--- config.mk ---
export PLATFORM = sky130hd
export DESIGN_NAME = debounce_multi
export DESIGN_NICKNAME = d
export VERILOG_FILES = /design/src/rtl/debounce_multi.sv
export SDC_FILE = /design/constraint.sdc
export NUM_CORES = 1
export LEC_CHECK = 0
export CORE_MARGIN = 2
export CORE_UTILIZATION = 45
export DETAILED_ROUTE_END_ITERATION = 12
export PLACE_DENSITY_LB_ADDON = 0.3
export RECOVER_POWER = 25
export SLEW_MARGIN = 25
export SYNTH_ARGS = -nofsm -noshare
export SYNTH_HDL_FRONTEND = slang
export SYNTH_SLANG_ARGS = --single-unit
--- constraint.sdc ---
create_clock -name clk -period 5.2 [get_ports clk]
set_input_delay 0.78 -clock clk [delete_from_list [all_inputs] [get_ports clk]]
set_output_delay 0.78 -clock clk [all_outputs]
set_load 0.005 [all_outputs]
--- src/rtl/debounce_multi.sv ---
// N-channel key debouncer: per-channel 2-FF synchroniser, stability FSM and saturating counter.
// Define DEBOUNCE_LONG_PRESS_EN to add the one-shot long-press pulse on key_long.
module debounce_multi #(
    parameter int N           = 4,
    parameter int DB_CYCLES   = 4_000_000,
    parameter int LONG_CYCLES = 200_000_000,
    parameter int ACTIVE_LOW  = 0
) (
    input  logic         clk,
    input  logic         rst,
    input  logic [N-1:0] key,
    output logic [N-1:0] key_level,
    output logic [N-1:0] key_press,
    output logic [N-1:0] key_release,
    output logic [N-1:0] key_long
);

    function automatic int bits_for(input int v);
        int n;
        int t;
        n = 0;
        t = v;
        while (t > 0) begin
            n++;
            t = t >> 1;
        end
        return (n < 1) ? 1 : n;
    endfunction

    localparam int MAX_CYCLES = (DB_CYCLES > LONG_CYCLES) ? DB_CYCLES : LONG_CYCLES;
    localparam int CW         = bits_for(MAX_CYCLES);

    localparam logic [CW-1:0] DB_LAST = CW'(DB_CYCLES - 1);
`ifdef DEBOUNCE_LONG_PRESS_EN
    localparam logic [CW-1:0] LONG_LAST = CW'(LONG_CYCLES - 1);
    localparam logic [CW-1:0] LONG_SAT  = CW'(LONG_CYCLES);
`endif

    typedef enum logic [1:0] {
        IDLE = 2'd0,
        W_HI = 2'd1,
        HELD = 2'd2,
        W_LO = 2'd3
    } state_t;

    logic [N-1:0] inv_mask;
    logic [N-1:0] s1;
    logic [N-1:0] s2;

    assign inv_mask = (ACTIVE_LOW != 0) ? {N{1'b1}} : {N{1'b0}};

    // Polarity is normalised before the first flop so the FSM only ever sees "1 = pressed".
    always_ff @(posedge clk or posedge rst) begin
        if (rst) begin
            s1 <= '0;
            s2 <= '0;
        end else begin
            s1 <= key ^ inv_mask;
            s2 <= s1;
        end
    end

    for (genvar ch = 0; ch < N; ch++) begin : g_ch
        state_t        state;
        logic [CW-1:0] cnt;
        logic          level_r;
        logic          press_r;
        logic          release_r;
        logic          long_r;

        // One FSM per channel; pulses default low so each lasts exactly one cycle.
        always_ff @(posedge clk or posedge rst) begin
            if (rst) begin
                state     <= IDLE;
                cnt       <= '0;
                level_r   <= 1'b0;
                press_r   <= 1'b0;
                release_r <= 1'b0;
                long_r    <= 1'b0;
            end else begin
                press_r   <= 1'b0;
                release_r <= 1'b0;
                long_r    <= 1'b0;
                case (state)
                    IDLE: begin
                        if (s2[ch]) begin
                            state <= W_HI;
                            cnt   <= CW'(1);
                        end
                    end
                    W_HI: begin
                        if (!s2[ch]) begin
                            state <= IDLE;
                            cnt   <= '0;
                        end else if (cnt == DB_LAST) begin
                            state   <= HELD;
                            press_r <= 1'b1;
                            level_r <= 1'b1;
                            cnt     <= '0;
                        end else begin
                            cnt <= cnt + CW'(1);
                        end
                    end
                    HELD: begin
                        if (!s2[ch]) begin
                            state <= W_LO;
                            cnt   <= CW'(1);
                        end
`ifdef DEBOUNCE_LONG_PRESS_EN
                        // Counter parks at LONG_CYCLES so the pulse cannot repeat during one press.
                        else if (cnt == LONG_LAST) begin
                            long_r <= 1'b1;
                            cnt    <= LONG_SAT;
                        end else if (cnt != LONG_SAT) begin
                            cnt <= cnt + CW'(1);
                        end
`endif
                    end
                    W_LO: begin
                        if (s2[ch]) begin
                            state <= HELD;
                            cnt   <= '0;
                        end else if (cnt == DB_LAST) begin
                            state     <= IDLE;
                            release_r <= 1'b1;
                            level_r   <= 1'b0;
                            cnt       <= '0;
                        end else begin
                            cnt <= cnt + CW'(1);
                        end
                    end
                    default: begin
                        state <= IDLE;
                        cnt   <= '0;
                    end
                endcase
            end
        end

        assign key_level[ch]   = level_r;
        assign key_press[ch]   = press_r;
        assign key_release[ch] = release_r;
`ifdef DEBOUNCE_LONG_PRESS_EN
        assign key_long[ch]    = long_r;
`else
        assign key_long[ch]    = 1'b0;
`endif
    end

endmodule

==> flow_metrics.tcl, run 1 <==
set metrics [dict create \
    status "complete, but fails checks" \
    violations "max-capacitance violations, max-slew violations" \
    via_per_inst 5.88 \
    crit_arrival_ns 3.47 \
    met2WireLength_um 7110 \
    met1Wirelength_um 8110 \
    hold_violations 0 \
    async_reset_ff_share_pct 100 \
    grt_pass1_vias 5528 \
    yosysSeqAreaShare_pct 47.2 \
    io_pins 22 \
    clk_pin_slew_ns 0.06 \
    drt_first_pass_iters 5 \
    antenna_found_initial 0 \
    maxSlewViolCount 113 \
    multi_input_area_sq_um 3530 \
    max_freq_mhz 345 \
    crit_family "buffers and inverters" \
    start_kind "input pin" \
    ant_nets 0 \
    die_h_um 132 \
    syn_area_sq_um 7420 \
    timing.critical_path.buf_inv 3 \
    layout-drive-gt1-share_pct 6.72 \
    grt_first_pass_wirelength_um 27000 \
    port_buffers 17 \
    die_w_um 132 \
    dp_hpwl_um 10000 \
    drtIter0Drc 454 \
    dp_slack_ns 2.32 \
    tns_ns 0 \
    hold_buffers 0 \
    drv_cap 1 \
    critPathMaxFanout 112 \
    die_area_sq_um 17500 \
    synthDistinctLibCells 65 \
    crit_chain "dlygate4sd3_1 > clkinvlp_4 > buf_4" \
    postSynthAreaPerCell_sq_um 9.08 \
    numCtsBuffers 17 \
    crit_required_ns 5.78 \
    max-slew-margin-rel_pct -58.1 \
    finalWirelength_um 15800 \
    cts-htree-levels 4 \
    crit_type "in2async" \
    dr_wl_met3_um 436 \
    fillers 1506 \
    finish.utilization_pct 51.6 \
    drc 0 \
    finalCriticalPeriod_ns 2.90 \
    synth_area_leaders "dfrtp_1 (47%), a31oi_1 (4.6%), nand3_1 (4.2%)" \
    ir_worst_vdd_v 0.000259 \
    end_kind "async pin" \
    ys.flop_type "dfrtp_1" \
    power_mw 3.18 \
    power_density_nw_per_um2 385 \
    cts_tree "yes" \
    holdWs_ns 0.349 \
    areaGrowthSynthToFinish_pct 11.2 \
    top_layer "met4" \
    clock_path_buffers 2 \
    diodes 0 \
    grt_overflow 0 \
    yosys.area.top_type "dfrtp_1" \
    regArea_sq_um 3500 \
    grt_usage_pct 18.7 \
    fin_skew_ns 0.00877 \
    dr_total_vias 6081 \
    wire_per_inst_um 15.3 \
    slowest_delay_ns 1.46 \
    cts_num_sinks 140 \
    worstMarginPinSlew_ns 2.37 \
    core_sq_um 16000 \
    synth_cells 817 \
    synth_seq_cells 140 \
    synth_top_area_share_pct 47.2 \
    post_cts.repair.setup_buffers 0 \
    initial_utilization_pct 46.4 \
    fin_ws_ns 2.30 \
    synth_edf_count 0 \
    worstSkewPairLatency_ns 0.43 \
    report.final.setup_viol 0 \
    cpMaxStageDelayCell "clkinvlp_4" \
    rsz0062_at_grt "false" \
    yosysWarnings 0 \
    min_period_over_period_pct 55.7 \
    root_buffer "clkbuf_16" \
    fin_nets 817 \
    rows 46 \
    grt_max_degree 113 \
    min_path_type "reg2reg" \
    p_leak_nw 3.36 \
    cts.repair.resized 0 \
    gp_congestion 0.814 \
]
==> kinds of logic (layout without fill, tap and decap cells) <==
family,Yosys count,count (layout),synth area share (%)
other cells,1,4,0.0505
xor+xnor,27,27,3.19
buf+inv,81,80,5.50
compound gates,190,190,16.3
flops,140,140,47.2
mux,7,7,0.961
simple gates,367,367,26.1
fa+ha+maj,4,4,0.674
==> worst paths after layout <==
check,start,endpoint,slack (ns),cells past startpoint
setup / recovery,rst,g_ch[3].cnt[20]$_DFFE_PP0P_,2.30,3
hold / removal,s1[0]$_DFF_PP0_,s2[0]$_DFF_PP0_,0.35,0
setup reg to reg,g_ch[1].cnt[0]$_DFFE_PP0P_,g_ch[1].cnt[25]$_DFFE_PP0P_,2.64,7
hold reg to reg,s1[0]$_DFF_PP0_,s2[0]$_DFF_PP0_,0.35,0
max in group clk,g_ch[1].cnt[0]$_DFFE_PP0P_,g_ch[1].cnt[25]$_DFFE_PP0P_,2.64,7
min in group asynchronous,rst,g_ch[0].level_r$_DFFE_PP0P_,1.53,2
==> stage by stage <==
step,instances,area [sq um]
floorplan,820,7430
global placement,1003,7610
detailed placement,1003,7610
CTS,1034,8250
global route,1035,8260
finish,1035,8260
==> cells in the final DEF, fill, tap and decap left out, types with 20 or more instances in the layout <==
cell	instances
dfrtp_1	140
nor2_1	52
a21oi_1	45
or3_1	20
nand2_1	81
o21ai_0	31
nand3_1	63
inv_1	24
a31oi_1	54
nor3_1	22
nand4_1	34
==> final cells by class <==
| type | instances | area share, % |
|---|---|---|
| well taps | 216 | 3.27 |
| inverters | 26 | 1.23 |
| clock buffers | 18 | 5.32 |
| multi-input cells | 599 | 42.8 |
| repair buffers | 23 | 2.58 |
| flip-flops and latches | 140 | 42.4 |
| clock inverters | 13 | 2.39 |
==> sequential cells by signal, summed over array words and instances, names as in the netlist, named ones only <==
name	flops
g_ch.press_r	4
g_ch.state	4
g_ch.level_r	4
g_ch.cnt	112
g_ch.release_r	4
s1	4
s2	4
==> cell usage after synthesis (7+ instances only) <==
library cell  number
a21o_1             9
a21oi_1           45
a31oi_1           54
a41oi_1            7
and3_1            18
and4_1            12
buf_4             17
clkbuf_1          23
dfrtp_1          140
inv_1             25
nand2_1           81
nand2b_1          10
nand3_1           63
nand4_1           34
nor2_1            53
nor3_1            22
nor4_1            19
o211ai_1           8
o21ai_0           31
or3_1             20
or4_1              7
xnor2_1           14
xor2_1            13
==> routing by layer <==
metal	vias to the layer above	global-route usage [%]
li1	3001	-
met1	2986	26.9
met2	78	28.0
met3	16	4.52
met4	0	5.97
met5	-	0
==> power breakdown <==
group | switching, mW | internal, mW | total [mW]
Sequential | 0.0971 | 1.16 | 1.25
Combinational | 0.411 | 0.194 | 0.605
Clock | 0.469 | 0.856 | 1.32
(Power assumes the default switching activity.)
==> run 2: changes to the inputs <==
- clock period: 5.2 -> 2.8 ns (I/O delays scaled with it)
==> flow_metrics.tcl, run 2 (same netlist as run 1, synthesis figures left out) <==
set metrics [dict create \
    max_freq_mhz 428 \
    hold_violations 0 \
    core_sq_um 16000 \
    finalWirelength_um 15800 \
    diodes 0 \
    reg2reg_slack_ns 0.46 \
    rows 46 \
    reg2regPathDepth 6 \
    wire_per_inst_um 15.0 \
    drtIter0Drc 547 \
    antenna_found_initial 0 \
    die_w_um 132 \
    grt_first_pass_wirelength_um 27400 \
    drt_first_pass_iters 5 \
    fin_skew_ns 0.00943 \
    end_kind "flip-flop" \
    whs_path_depth 0 \
    power_density_nw_per_um2 667 \
    clk_pin_slew_ns 0.05 \
    power.switching_mw 1.74 \
    dr_total_vias 6140 \
    grt_usage_pct 18.9 \
    die_h_um 132 \
    pwr-share-comb_pct 21.9 \
    numCtsBuffers 17 \
    post_cts.repair.setup_buffers 0 \
    critPathMaxFanout 18 \
    ir_worst_vdd_v 0.000488 \
    drv_cap 1 \
    fillers 1514 \
    ant_nets 0 \
    grt_overflow 0 \
    worstMarginPinSlew_ns 1.47 \
    regArea_sq_um 3500 \
    rsz0062_at_grt "false" \
    status "complete, but fails checks" \
    io_pins 22 \
    cpMaxStageDelayCell "o211a_1" \
    fin_nets 837 \
    clock_path_buffers 2 \
    crit_type "reg2reg" \
    dp_hpwl_um 10500 \
    maxSlewViolCount 0 \
    worst_path_most_repeated_cell "a31oi_1" \
    areaGrowthSynthToFinish_pct 11.6 \
    finalCriticalPeriod_ns 2.34 \
    hold_buffers 0 \
    r2r_start "g_ch[1].cnt[22]$_DFFE_PP0P_" \
    multi_input_area_sq_um 3520 \
    initial_utilization_pct 46.4 \
    p_sw_share_pct 31.5 \
    via_per_inst 5.83 \
    p_int_mw 3.79 \
    grt_pass1_vias 5564 \
    worstSkewPairLatency_ns 0.42 \
    cts-htree-levels 4 \
    tns_ns 0 \
    drc 0 \
    cts_tree "yes" \
    layout_common_cells "dfrtp_1 (140), nand2_1 (81), nand3_1 (63), a31oi_1 (54), nor2_1 (53)" \
    final_common_cell "dfrtp_1" \
    r2r_end "g_ch[1].cnt[8]$_DFFE_PP0P_" \
    crit_required_ns 3.06 \
    root_buffer "clkbuf_16" \
    port_buffers 17 \
    gp_congestion 0.842 \
    start_kind "flip-flop" \
    die_area_sq_um 17500 \
    p_clk_share_pct 36.1 \
    top_register "g_ch.cnt" \
    report.final.setup_viol 0 \
    startpoint "g_ch[1].cnt[22]$_DFFE_PP0P_" \
    layout-drive-gt1-share_pct 7.53 \
    largest_reg_flops 112 \
    cts_num_sinks 140 \
    p_leak_nw 3.41 \
    cts.repair.resized 0 \
    crit_path_end "g_ch[1].cnt[8]$_DFFE_PP0P_" \
    min_period_over_period_pct 83.5 \
    crit_arrival_ns 2.60 \
    min_path_type "reg2reg" \
    seq_power_share_pct 42.0 \
    grt_max_degree 35 \
    slowest_delay_ns 0.52 \
    finish.utilization_pct 51.8 \
    violations "max-capacitance violations" \
    crit_chain "nor4b_1 > nand4_1 > o211a_1 > buf_4 > a31oi_1 > a31oi_1" \
    max-slew-margin-rel_pct 1.36 \
]
-- run 2: changes by cell type in the layout (fill, tap and decap cells not counted), sizes merged --
cell and change:
clkbuf +11, bufinv -5, clkinv -6, buf +18
-- run 2: layer usage --
metal | part of all wire [%] | track usage, % | vias to the layer above
li1 | - | - | 3038
met1 | 52 | 27.6 | 2984
met2 | 44 | 27.9 | 99
met3 | 2.9 | 3.22 | 19
met4 | 1.4 | 7.59 | 0
met5 | 0 | 0 | -
-- run 2: final cells by class --
class	count	share of cell area (%)
multi-input combinational	599	42.5
sequential	140	42.3
clock buffer	27	6.07
timing repair buffer	43	4.50
tap	216	3.26
inverter	26	1.19
clock inverter	2	0.121
-- run 2: worst min-delay path by stage --
stage               startpoint               to  slack, ns
3_5_place_dp   s1[1]$_DFF_PP0_  s2[1]$_DFF_PP0_       0.34
2_1_floorplan  s1[0]$_DFF_PP0_  s2[0]$_DFF_PP0_       0.33
6_report       s1[0]$_DFF_PP0_  s2[0]$_DFF_PP0_       0.35
3_3_place_gp   s1[2]$_DFF_PP0_  s2[2]$_DFF_PP0_       0.33
4_1_cts        s1[1]$_DFF_PP0_  s2[1]$_DFF_PP0_       0.35
5_1_grt        s1[1]$_DFF_PP0_  s2[1]$_DFF_PP0_       0.36
-- run 2: stage by stage --
step / power, mW / hold WS (ns) / setup slack (ns) / instance area, sq um / std cells
after floorplan: 3.28 / 0.331 / 0.615 / 7440 / 820
after global placement: 3.54 / 0.333 / 0.571 / 7800 / 1024
after detailed placement: 3.56 / 0.336 / 0.531 / 7800 / 1024
after CTS: 5.58 / 0.349 / 0.505 / 8310 / 1053
after global routing: 5.84 / 0.359 / 0.278 / 8280 / 1053
final: 5.52 / 0.349 / 0.462 / 8280 / 1053
-- run 2: power groups by stage --
stage	logic (mW)	clock network, mW	registers (mW)
after CTS	1.22	2.05	2.32
after global placement	1.19	0	2.35
after floorplan	0.979	0	2.30
after detailed placement	1.21	0	2.35
after global routing	1.36	2.13	2.35
final	1.21	1.99	2.32
-- run 2: worst max-delay path: cells and delay by family, from the launching register on --
family                 cells  cell delay, ns
AO/OA/AOI/OAI              3            0.75
buffers and inverters      1            0.30
flip-flops                 1            0.45
AND/OR/NAND/NOR            2            0.69
==> run 3: changes to the inputs <==
- clock period: 2.8 -> 1.95 ns (I/O delays scaled with it)
==> flow_metrics.tcl, run 3 (same netlist as run 1, synthesis figures left out) <==
set metrics [dict create \
    status "complete, but fails checks" \
    violations "negative setup slack" \
    cts-htree-levels 4 \
    dp_hpwl_um 11500 \
    hold_buffers 0 \
    rsz0062_at_grt "true" \
    die_w_um 132 \
    drt_first_pass_iters 5 \
    initial_utilization_pct 46.4 \
    cts_tree "yes" \
    end_kind "flip-flop" \
    start_kind "flip-flop" \
    fin_skew_ns 0.00993 \
    io_pins 22 \
    fin_nets 949 \
    top_register "g_ch.cnt" \
    holdWs_ns 0.309 \
    crit_type "reg2reg" \
    largest_reg_flops 112 \
    min_period_over_period_pct 113 \
    final_common_cell "dfrtp_1" \
    via_per_inst 5.66 \
    worstMarginPinSlew_ns 1.42 \
    die_h_um 132 \
    critPathMaxFanout 6 \
    cts_num_sinks 140 \
    grt_max_degree 83 \
    crit_chain "or4_4 > or3_4 > o211a_4 > buf_12 > a21o_2 > a21o_1" \
    min_path_type "in2async" \
    slowest_delay_ns 0.53 \
    crit_arrival_ns 2.51 \
    finalWirelength_um 17800 \
    areaGrowthSynthToFinish_pct 30.4 \
    maxSlewViolCount 0 \
    die_area_sq_um 17500 \
    layout-drive-gt1-share_pct 24.6 \
    wire_per_inst_um 15.2 \
    numCtsBuffers 17 \
    layout_common_cells "dfrtp_1 (136), buf_4 (118), nand2_1 (81), nand3_1 (61), a31oi_1 (54)" \
    dp_slack_ns -0.262 \
    gp_congestion 0.824 \
    max-slew-margin-rel_pct 5.19 \
    drc 0 \
    antenna_found_initial 0 \
    ir_worst_vdd_v 0.000706 \
    grt_overflow 0 \
    dr_total_vias 6606 \
    grt_first_pass_wirelength_um 29700 \
    report.final.setup_viol 30 \
    worstSkewPairLatency_ns 0.42 \
    max_freq_mhz 454 \
    cpMaxStageDelayCell "or4_4" \
    ant_nets 0 \
    diodes 0 \
    crit_required_ns 2.26 \
    p_leak_nw 4.17 \
    clk_pin_slew_ns 0.06 \
    grt_usage_pct 20.4 \
    port_buffers 17 \
    hold_violations 0 \
    drv_cap 0 \
    clock_path_buffers 2 \
    finalCriticalPeriod_ns 2.20 \
    power_density_nw_per_um2 968 \
    drtIter0Drc 480 \
    finish.utilization_pct 60.5 \
    grt_pass1_vias 6128 \
    fin_ws_ns -0.253 \
    root_buffer "clkbuf_16" \
    fillers 1348 \
    tns_ns -5.10 \
    core_sq_um 16000 \
    rows 46 \
]
## run 3: changes by cell type in the layout (fill, tap and decap cells not counted), moves of 5 or more
cell	before	now
o21ai_1	1	10
o21ai_0	31	20
clkbuf_1	6	1
a21oi_2	0	13
a21oi_1	45	32
buf_6	0	11
clkinvlp_4	0	6
nor4_1	19	13
buf_4	23	118
## run 3: cell type report
cell class / count / area [sq um] / area share, %
Timing Repair Buffer: 155 / 1360 / 14.0
Tap cell: 216 / 270 / 2.79
Clock inverter: 12 / 163 / 1.68
Sequential cell: 140 / 3510 / 36.3
Inverter: 26 / 101 / 1.05
Clock buffer: 20 / 457 / 4.72
Multi-Input combinational cell: 599 / 3820 / 39.5
## run 3: per-layer routing
metal  routed length [um]  vias to the layer above  GRT usage [%]
li1                     -                     3262              -
met1                 8630                     3228           28.5
met2                 8450                       98           32.2
met3                  456                       18           4.18
met4                  236                        0           5.91
met5                    0                        -              0
## run 3: report_power, final
group | switching, mW | leakage (nW) | total (mW) | internal [mW]
Sequential | 0.212 | 1.90 | 3.29 | 3.08
Combinational | 1.44 | 1.98 | 2.70 | 1.26
Clock | 1.29 | 0.285 | 3.38 | 2.09
## run 3: worst paths after layout
check                                       startpoint                          end  slack [ns]  cells past startpoint
min reg2reg                            s1[3]$_DFF_PP0_              s2[3]$_DFF_PP0_        0.35                      0
max in group asynchronous                          rst  g_ch[0].cnt[14]$_DFFE_PP0P_        0.24                      3
max                        g_ch[2].cnt[26]$_DFFE_PP0P_  g_ch[2].cnt[14]$_DFFE_PP0P_       -0.25                      6
max reg2reg                g_ch[2].cnt[26]$_DFFE_PP0P_  g_ch[2].cnt[14]$_DFFE_PP0P_       -0.25                      6
min in group clk                       s1[3]$_DFF_PP0_              s2[3]$_DFF_PP0_        0.35                      0
min                                                rst   g_ch[2].cnt[1]$_DFFE_PP0P_        0.31                      3
## run 3: what timing repair did
| item | in CTS | in global routing |
|---|---|---|
| endpoints found under the setup margin | 68 | 93 |
| resized for setup | 7 | 50 |
| pin swaps | 6 | 27 |
| buffers inserted | 2 | 10 |
| gates cloned | 1 | 2 |
## run 3: critical path: cells and delay by family, from the launching register on
family | cells | cell delay, ns
AND/OR/NAND/NOR | 2 | 0.93
flip-flops | 1 | 0.38
buffers and inverters | 1 | 0.15
AO/OA/AOI/OAI | 3 | 0.63
## run 3: through the flow
step,std cells,power (mW),cell area (sq um)
4_1_cts,1156,9.10,9350
6_report,1168,9.37,9680
3_5_place_dp,1121,5.56,8640
2_1_floorplan,820,4.82,7540
5_1_grt,1168,9.85,9680
3_3_place_gp,1121,5.53,8640
